**src/rtl/window_generator_pkg.sv**
```systemverilog
// Shared helpers for the sliding-window generator:
// counter widths and window element offsets.
package window_generator_pkg;

  function automatic int unsigned cnt_w(input int unsigned n);
    return (n > 1) ? $clog2(n) : 1;
  endfunction

  function automatic int unsigned pix_off(
    input int unsigned kr,
    input int unsigned kc,
    input int unsigned k,
    input int unsigned pw
  );
    return (kr * k + kc) * pw;
  endfunction

endpackage

```
**src/rtl/window_generator_row_delay_line.sv**
```systemverilog
// One image row of pixel history; data_out is the pixel
// shifted in exactly DEPTH accepts ago.
module window_generator_row_delay_line #(
  parameter int DEPTH = 28,
  parameter int WIDTH = 8
) (
  input  logic             clock,
  input  logic             shift_en,
  input  logic [WIDTH-1:0] data_in,
  output logic [WIDTH-1:0] data_out
);

  logic [DEPTH-1:0][WIDTH-1:0] sr;

  always_ff @(posedge clock) begin
    if (shift_en) begin
      sr <= {sr[DEPTH-2:0], data_in};
    end
  end

  assign data_out = sr[DEPTH-1];

endmodule

```
**src/rtl/window_generator.sv**
```systemverilog
// Streaming KxK x CHANNELS sliding-window generator with stride.
// Define WINDOW_POS_EN to add registered win_row/win_col outputs.
module window_generator
  import window_generator_pkg::*;
#(
  parameter int KERNEL_SIZE = 3,
  parameter int DATA_SIZE   = 8,
  parameter int ROW_SIZE    = 28,
  parameter int COL_SIZE    = 28,
  parameter int CHANNELS    = 1,
  parameter int STRIDE      = 1
) (
  input  logic clock,
  input  logic reset,
  input  logic [CHANNELS*DATA_SIZE-1:0] pixel_data_in,
  input  logic data_in_valid,
  output logic data_in_ready,
  output logic [KERNEL_SIZE*KERNEL_SIZE*CHANNELS*DATA_SIZE-1:0] window_out,
  output logic out_valid,
  input  logic out_ready,
  output logic frame_done
`ifdef WINDOW_POS_EN
  ,
  output logic [$clog2(COL_SIZE)-1:0] win_row,
  output logic [$clog2(ROW_SIZE)-1:0] win_col
`endif
);

  localparam int K  = KERNEL_SIZE;
  localparam int PW = CHANNELS * DATA_SIZE;
  localparam int WW = K * K * PW;
  localparam int CW = cnt_w(ROW_SIZE);
  localparam int RW = cnt_w(COL_SIZE);
  localparam int SW = cnt_w(STRIDE);

  localparam logic [CW-1:0] COL_LAST = CW'(ROW_SIZE - 1);
  localparam logic [RW-1:0] ROW_LAST = RW'(COL_SIZE - 1);
  localparam logic [CW-1:0] COL_KM1  = CW'(K - 1);
  localparam logic [RW-1:0] ROW_KM1  = RW'(K - 1);
  localparam logic [SW-1:0] PH_LAST  = SW'(STRIDE - 1);

  logic [CW-1:0] col_q;
  logic [RW-1:0] row_q;
  logic [SW-1:0] cph_q;
  logic [SW-1:0] rph_q;
  logic [SW-1:0] cph_step;
  logic [SW-1:0] rph_step;
  logic [WW-1:0] win_q;
  logic [WW-1:0] win_d;
  logic          valid_q;
  logic          done_q;
  logic          accept;
  logic          col_end;
  logic          row_end;
  logic          complete;
  logic [PW-1:0] tap [K];

  assign data_in_ready = !valid_q || out_ready;
  assign accept   = data_in_valid && data_in_ready;
  assign col_end  = (col_q == COL_LAST);
  assign row_end  = (row_q == ROW_LAST);
  assign cph_step = (cph_q == PH_LAST) ? '0 : cph_q + 1'b1;
  assign rph_step = (rph_q == PH_LAST) ? '0 : rph_q + 1'b1;

  // Phases only advance past the first full window position,
  // so phase zero marks a stride-aligned top-left corner.
  assign complete = (row_q >= ROW_KM1) && (col_q >= COL_KM1) &&
                    (rph_q == '0) && (cph_q == '0);

  // tap[j] is the pixel j rows above the incoming one.
  assign tap[0] = pixel_data_in;

  for (genvar j = 0; j < K - 1; j++) begin : g_line
    window_generator_row_delay_line #(
      .DEPTH (ROW_SIZE),
      .WIDTH (PW)
    ) u_line (
      .clock    (clock),
      .shift_en (accept),
      .data_in  (tap[j]),
      .data_out (tap[j+1])
    );
  end

  always_comb begin
    win_d = win_q;
    for (int kr = 0; kr < K; kr++) begin
      for (int kc = 0; kc < K; kc++) begin
        if (kc == K - 1) begin
          win_d[pix_off(kr, kc, K, PW) +: PW] = tap[K-1-kr];
        end else begin
          win_d[pix_off(kr, kc, K, PW) +: PW] =
            win_q[pix_off(kr, kc + 1, K, PW) +: PW];
        end
      end
    end
  end

  always_ff @(posedge clock) begin
    if (reset) begin
      col_q   <= '0;
      row_q   <= '0;
      cph_q   <= '0;
      rph_q   <= '0;
      win_q   <= '0;
      valid_q <= 1'b0;
      done_q  <= 1'b0;
    end else begin
      done_q <= accept && col_end && row_end;
      if (accept) begin
        win_q   <= win_d;
        valid_q <= complete;
        if (col_end) begin
          col_q <= '0;
          cph_q <= '0;
          if (row_end) begin
            row_q <= '0;
            rph_q <= '0;
          end else begin
            row_q <= row_q + 1'b1;
            if (row_q >= ROW_KM1) rph_q <= rph_step;
          end
        end else begin
          col_q <= col_q + 1'b1;
          if (col_q >= COL_KM1) cph_q <= cph_step;
        end
      end else if (out_ready) begin
        valid_q <= 1'b0;
      end
    end
  end

`ifdef WINDOW_POS_EN
  always_ff @(posedge clock) begin
    if (reset) begin
      win_row <= '0;
      win_col <= '0;
    end else if (accept && complete) begin
      win_row <= row_q - ROW_KM1;
      win_col <= col_q - COL_KM1;
    end
  end
`endif

  assign window_out = win_q;
  assign out_valid  = valid_q;
  assign frame_done = done_q;

endmodule
```
**config.mk**
```make
export PLATFORM = sky130hd
export DESIGN_NAME = window_generator
export DESIGN_NICKNAME = d
export VERILOG_FILES = /design/src/rtl/window_generator_pkg.sv /design/src/rtl/window_generator_row_delay_line.sv /design/src/rtl/window_generator.sv
export SDC_FILE = /design/constraint.sdc
export NUM_CORES = 1
export LEC_CHECK = 0
export CAP_MARGIN = 15
export CORE_UTILIZATION = 40
export CTS_CLUSTER_DIAMETER = 120
export DETAILED_ROUTE_END_ITERATION = 8
export HOLD_SLACK_MARGIN = 0.08
export SETUP_SLACK_MARGIN = 0.2
export SYNTH_ARGS = -nofsm -noshare
export SYNTH_HDL_FRONTEND = slang
export SYNTH_SLANG_ARGS = --single-unit
```
**constraint.sdc**
```tcl
create_clock -name clock -period 56.8 [get_ports clock]
set_input_delay 14.2 -clock clock [delete_from_list [all_inputs] [get_ports clock]]
set_output_delay 14.2 -clock clock [all_outputs]
set_load 0.05 [all_outputs]
```
-- Word level (Yosys, flattened, before mapping)
Cells that the tools add are included.
- output and inout port bits: 75
- logic and storage cells: 97
- flip-flop bits (word level): 534
- input bits: 12
- muxes and demuxes: 10
- reductions and logical operators: 14
- $lt $le $gt $ge: 2
- bitwise gates (word level): 2
- add/subtract/negate cells: 4
- eq/ne operators: 2
- operators with widths (cell ; count):
    $add 5x1->5 const B ; 2
    $eq 5x5->1 const B ; 2
    $ge 5x2->1 const B ; 2
    $mux 5 ; 2
    $mux 1 ; 8
    $logic_and 1x1->1 ; 6
    $reduce_bool 2->1 ; 3
    $reduce_and 2->1 ; 2
    $reduce_and 3->1 ; 1
    $add 1x1->1 const B ; 2
    $not 1->1 ; 2
    $logic_not 1->1 ; 1
    $logic_or 1x1->1 ; 1

-- Longest topological paths before layout
Gate-level depths: netlist of the first run.
- word-level depth: 5
- depth in mapped cells: 8
- gate-level depth less buffers: 6

-- Modules after synthesis
From an unflattened synthesis of the first run, not the netlist that was laid out.
- cell total of the unflattened synthesis: 846
- area total of the unflattened synthesis: 16629.7 um^2
- by module, submodules not included (module ; area each (um^2) ; sequential area each (um^2) ; cells each ; times used):
    window_generator_row_delay_line ; 6786.5 ; 6726.5 ; 232 ; 2
    window_generator ; 3056.7 ; 1681.6 ; 382 ; 1

-- Worst setup path before layout of the first run
Ideal clock, no wire load.
- kind: input -> output
- start point: input out_ready
- end point: output data_in_ready
- required time: 42.600 ns
- path buffers: 0
- stages: 2
- slack: 28.037 ns
- arrival: 14.563 ns
- cell sequence: nor2b_4 inv_1
- longest elaborated chain between the ends: 1
- ends and longest elaborated chain (item ; line ; text):
    from (decl) ; window_generator.sv:20 ; input logic out_ready,
    $logic_or 1x1->1 ; window_generator.sv:58 ; assign data_in_ready = !valid_q || out_ready;
    to (decl) ; window_generator.sv:17 ; output logic data_in_ready,
Every way passes these cells.

-- Worst setup path after layout of the first run
Ends and elaborated chain as after synthesis.

==> metrics.csv, run 1 <==
metric;value;unit
status;finished, final reports clean;
I/O Pins;87;
WS Path Type;in -> out;
y dimension of the die;205;um
placer's final routability congestion estimate;0.711;
Cell variety after synth;32;
crit path max fanout;5;
# resized after CTS;0;
area overhead of the layout relative to synthesis;19.0;%
Worst Setup Start Kind;input pin;
total leakage power;6.56;nW
wire length of the first global-routing pass;36600;um
Num Clock Sinks;532;
hold crit path type;reg -> reg;
synthesized net count;848;
Post-Syn Instances;832;
remaining antenna violation count after routing;0;
total of flip-flops plus latches after synthesis;532;
Horiz. Die Dim;205;um
via count of the first global-routing pass;6830;
total setup buffers inserted after CTS;0;
cell at the root of the clock tree;clkbuf_16;
via count normalized by instance count;4.66;
unrepaired setup endpoints after global routing;no;
total power of the final layout;0.807;mW
placed wire-length estimate after detailed placement;11100;um
number of enable flip-flop cells after synthesis;448;
area leader, netlist;edfxtp_1;
post-detailed-route wirelength per cell;14.9;um
flip-flop cell with the highest count after synthesis;edfxtp_1;
time the worst path needs with I/O delays and setup;29.88;ns
worst setup slack after placement;26.91;ns
Core Util, Final;48.2;%
cts bufs inserted;50;
DRC violation total after the first TritonRoute iteration;626;
largest net degree at the start of global routing;244;
synthesized area;16500;sq um
Fin Setup TNS;0;ns
peak supply drop;0.0000220;V
initial cell density of the core;40.5;%
data arrival at the endpoint of the critical path;15.68;ns
largest buffer count on any clock path;3;
maximum level of the CTS H-tree;2;
core outline area;40700;sq um
via count;7103;
Post-Synthesis Mean Instance Area;19.8;sq um
sequential fraction of the synthesis area;91.7;%
Initial DRT Pass Iterations;4;
Worst-path clk slew;0.06;ns
ratio of cells with drive above 1 in the final layout;8.37;%
number of setup violations in the final report;0;
antenna violations before repair;0;
share of Yosys cell area claimed by the top area cell type;81.5;%
peak clock frequency supported by timing;33.5;MHz
worst clock skew on the final layout;0.0180;ns
post-route clock period utilization;52.6;%
Max-cap violations;0;
share of async-settable or async-resettable flops after synthesis;0;%
YS warnings;0;
number of slew-limit violations in the final report;0;
Slew HR;20.7;%
full die area;42100;sq um
synth top area cells;edfxtp_1, dfxtp_1, nand2_1, a21oi_1, clkbuf_1;
smallest setup slack after layout;26.92;ns
category of the worst setup path capture point;output port;
NumNets Final;966;
CTS tree;yes;
final antenna diode count;0;
count of hold buffers inserted by post-cts repair;0;
Skew-Pair Late Insertion Delay;0.56;ns
required time at the worst-slack endpoint;42.60;ns
IO Port Bufs;86;
DRC violation count after routing;0;
number of cell rows;74;
remaining global-route overflow;0;
measured slew at the worst slew-check pin;1.19;ns
final hold vios;0;
final routed wirelength across all metal layers;22700;um
total track usage;10.9;%
post-route worst hold slack;0.407;ns
areal power density over the cells;41.1;nW/um^2
==> where the power goes <==
group	total, mW	switching (mW)	internal, mW
combinational	0.0222	0.0171	0.00506
clock	0.332	0.136	0.197
sequential	0.453	0.00642	0.446
==> cells in the mapped netlist, types with 2 or more instances <==
cell,instances
edfxtp_1,448
ha_1,4
nor2_1,3
buf_1,8
o211ai_1,2
clkbuf_1,15
inv_1,5
or4_1,2
a311oi_1,2
nor4_1,2
nand2_1,152
buf_2,3
nand3_1,2
dfxtp_1,84
a21oi_1,80
nor3b_1,2
or3_1,3
==> placed cells by master (no fill, tap or decap), drive strengths merged <==
master / netlist / routed
nor2: 3 / 3
nor4: 2 / 2
buf: 11 / 7
nor2b: 1 / 1
nand2: 152 / 152
nand3b: 1 / 1
nand4b: 1 / 1
nor3b: 2 / 2
clkdlybuf4s50: 0 / 85
inv: 6 / 8
nand3: 2 / 2
a31oi: 1 / 1
nor3: 1 / 1
dfxtp: 84 / 84
mux2i: 1 / 1
and4b: 1 / 1
a311oi: 2 / 2
clkbuf: 15 / 69
a31o: 1 / 1
or3: 3 / 3
edfxtp: 448 / 448
or4: 2 / 2
nand2b: 1 / 1
o21ai: 1 / 1
a211oi: 1 / 1
clkinv: 0 / 15
ha: 4 / 4
o211ai: 2 / 2
a21oi: 80 / 80
clkinvlp: 0 / 1
o31ai: 1 / 1
o21a: 1 / 1
bufinv: 0 / 7
a41o: 1 / 1
==> metrics by stage <==
stage / cells / cell area [sq um]
final: 1524 / 19600
after detailed placement: 1430 / 18000
after global placement: 1430 / 18000
after CTS: 1524 / 19600
after global routing: 1524 / 19600
after floorplan: 832 / 16500
==> cell type report <==
| type | count | area, sq um |
|---|---|---|
| Timing Repair Buffer | 92 | 913 |
| Clock buffer | 69 | 1330 |
| Sequential cell | 532 | 15100 |
| Fill cell | 3382 | 21100 |
| Multi-Input combinational cell | 268 | 1250 |
| Tap cell | 532 | 666 |
| Inverter | 6 | 30.0 |
| Clock inverter | 25 | 317 |
==> worst paths after layout <==
check        depth (start not counted)                      from  slack [ns]                       end
min reg2reg                          0  g_line[0].u_line.sr[202]        0.41  g_line[0].u_line.sr[210]
min                                  0  g_line[0].u_line.sr[202]        0.41  g_line[0].u_line.sr[210]
max reg2reg                          9                 out_valid       52.89             window_out[4]
max                                  4                 out_ready       26.92             data_in_ready
==> cells by family after synthesis <==
| kind of cell | after synthesis | share of synthesized area [%] |
|---|---|---|
| DFF | 532 | 91.7 |
| and+or+nand+nor | 172 | 4.27 |
| AOI/OAI and AO/OA | 91 | 2.94 |
| buffers and inverters | 32 | 0.750 |
| adders and majority gates | 4 | 0.303 |
| muxes | 1 | 0.0606 |
==> worst max-delay path, cell delays in order <==
cell and delay [ns]:
clkdlybuf4s50_1 0.51, nor2b_4 0.06, inv_1 0.10, clkdlybuf4s50_1 0.81
==> registers in the layout (all words and copies together) (netlist names) <==
signal                  flops
col_q                       5
frame_done                  1
g_line.u_line.data_out     16
g_line.u_line.sr          432
out_valid                   1
row_q                       5
window_out                 72
==> routing by layer <==
metal / GRT usage, % / share of wire, %
met1: 16.5 / 50
met2: 14.8 / 41
met3: 2.96 / 5.9
met4: 4.10 / 2.4
met5: 0 / 0
No activity file was read; power rests on OpenSTA's default activity.
==> inputs of run 2 (changes only) <==
clock period = 24.3 ns   (was 56.8 ns; I/O delays follow)
==> run 2 against run 1 <==
Combinational power rose by 130%. Routed wire length is 2.1% lower. Critical path type unchanged. Register-to-register slack got worse by 32 ns. Total power is 130% higher. Highest routed layer unchanged. Flip-flop and latch count unchanged. Global-route usage is 0.18 points lower. Largest power group unchanged. Final cell count unchanged. Die area unchanged.
==> metrics.csv, run 2 (synthesized netlist as in run 1, its figures left out) <==
metric;value;unit;change
data arrival at the endpoint of the critical path;7.56;ns;was 15.68 ns
total leakage power;6.58;nW;was 6.56 nW
DRC violation total after the first TritonRoute iteration;666;;was 626
category of the worst setup path capture point;output port;;unchanged
critical path cell sequence;clkdlybuf4s50_1 -> nor2b_4 -> inv_1 -> clkdlybuf4s50_1;;unchanged
setup slack of the worst register-to-register path;20.42;ns;was 52.89 ns
Skew-Pair Late Insertion Delay;0.55;ns;was 0.56 ns
part of the total power dissipated in the clock network;41.5;%;was 41.2%
I/O Pins;87;;unchanged
total of fill cells in the finished design;3353;;was 3382
count of hold buffers inserted by post-cts repair;0;;unchanged
required time at the worst-slack endpoint;18.22;ns;was 42.60 ns
measured slew at the worst slew-check pin;1.18;ns;was 1.19 ns
remaining antenna violation count after routing;0;;unchanged
post-route clock period utilization;56.1;%;
Horiz. Die Dim;205;um;unchanged
largest net degree at the start of global routing;243;;was 244
Fin Setup TNS;0;ns;unchanged
register area;15100;sq um;unchanged
placed wire-length estimate after detailed placement;10700;um;was 11100 um
combinational power share;2.7;%;about the same
net switching power of the design;0.367;mW;was 0.159 mW
y dimension of the die;205;um;unchanged
via count of the first global-routing pass;6679;;was 6830
leading cell type in the layout, fill and taps excluded;edfxtp_1;;unchanged
P_int;1.53;mW;was 0.648 mW
wire length of the first global-routing pass;35800;um;was 36600 um
placer's final routability congestion estimate;0.730;;was 0.711
Max stage delay cell, worst path;clkdlybuf4s50_1;;unchanged
Worst path most repeated cell;clkdlybuf4s50_1;;unchanged
Reg with most FFs;g_line.u_line.sr;;unchanged
area overhead of the layout relative to synthesis;19.3;%;was 19.0%
CTS tree;yes;;unchanged
proportion of power drawn by flip-flops and latches;55.8;%;was 56.1%
areal power density over the cells;96.3;nW/um^2;was 41.1 nW/um^2
final hold vios;0;;unchanged
Num Clock Sinks;532;;unchanged
switching share of total power;19.3;%;was 19.7%
maximum level of the CTS H-tree;2;;unchanged
Slew HR;21.6;%;was 20.7%
via count normalized by instance count;4.63;;was 4.66
Core Util, Final;48.3;%;was 48.2%
number of setup violations in the final report;0;;unchanged
full die area;42100;sq um;unchanged
total setup buffers inserted after CTS;0;;unchanged
unrepaired setup endpoints after global routing;no;;unchanged
hold crit path type;reg -> reg;;unchanged
peak supply drop;0.0000534;V;was 0.0000220 V
Max-cap violations;0;;unchanged
Worst-path clk slew;0.06;ns;about the same
peak clock frequency supported by timing;73.3;MHz;
cts bufs inserted;50;;unchanged
remaining global-route overflow;0;;unchanged
worst clock skew on the final layout;0.0103;ns;was 0.0180 ns
status;finished, final reports clean;;unchanged
core outline area;40700;sq um;unchanged
ratio of cells with drive above 1 in the final layout;8.37;%;unchanged
final routed wirelength across all metal layers;22200;um;was 22700 um
post-detailed-route wirelength per cell;14.6;um;was 14.9 um
via count;7062;;was 7103
total track usage;10.7;%;was 10.9%
NumNets Final;966;;unchanged
number of slew-limit violations in the final report;0;;unchanged
WS Path Type;in -> out;;unchanged
most frequent cells in the layout;edfxtp_1, nand2_1, clkdlybuf4s50_1;;unchanged
final antenna diode count;0;;unchanged
area of combinational cells with multiple inputs;1250;sq um;unchanged
# resized after CTS;0;;unchanged
Worst Setup Start Kind;input pin;;unchanged
Worst path max stage delay;0.81;ns;about the same
max FFs per register;432;;unchanged
largest buffer count on any clock path;3;;unchanged
antenna violations before repair;1;;was 0
time the worst path needs with I/O delays and setup;13.64;ns;
cell at the root of the clock tree;clkbuf_16;;unchanged
DRC violation count after routing;0;;unchanged
Initial DRT Pass Iterations;4;;unchanged
number of cell rows;74;;unchanged
initial cell density of the core;40.5;%;unchanged
IO Port Bufs;86;;unchanged
crit path max fanout;5;;unchanged
run 2: power groups by stage:
stage	logic (mW)	clock network, mW	registers (mW)
global placement	0.0516	0	1.08
CTS	0.0527	0.815	1.06
detailed placement	0.0527	0	1.08
floorplan	0.0207	0	1.10
global route	0.0562	0.851	1.06
finish	0.0517	0.787	1.06
run 2: worst paths after layout:
path / start / to / cells past startpoint
min reg2reg: g_line[1].u_line.sr[69] / g_line[1].u_line.sr[77] / 0
min: g_line[1].u_line.sr[69] / g_line[1].u_line.sr[77] / 0
max reg2reg: out_valid / g_line[1].u_line.sr[115] / 7
max: out_ready / data_in_ready / 4
run 2: area by class of cell:
class / count / share of cell area (%)
sequential: 532 / 76.9
timing repair buffer: 92 / 4.64
clock inverter: 21 / 1.27
tap: 532 / 3.38
clock buffer: 73 / 7.32
multi-input combinational: 268 / 6.36
inverter: 6 / 0.153
run 2: per-stage QoR:
stage	hold slack [ns]	worst slack, ns	instances	total power [mW]	instance area, sq um
CTS	0.411	10.65	1524	1.93	19700
detailed placement	0.405	10.65	1430	1.13	18000
finish	0.407	10.66	1524	1.90	19700
global route	0.419	10.60	1524	1.97	19700
global placement	0.402	10.65	1430	1.13	18000
floorplan	0.400	4.32	832	1.12	16500
run 2: metal layers:
metal	wire [um]	global-route usage, %
met5	0	0
met4	541	3.52
met3	1330	2.91
met2	9220	14.4
met1	11100	16.6
run 2: worst max-delay path, delay by kind of cell:
kind          cells  cell delay (ns)
simple gates      1             0.07
buf+inv           3             1.42
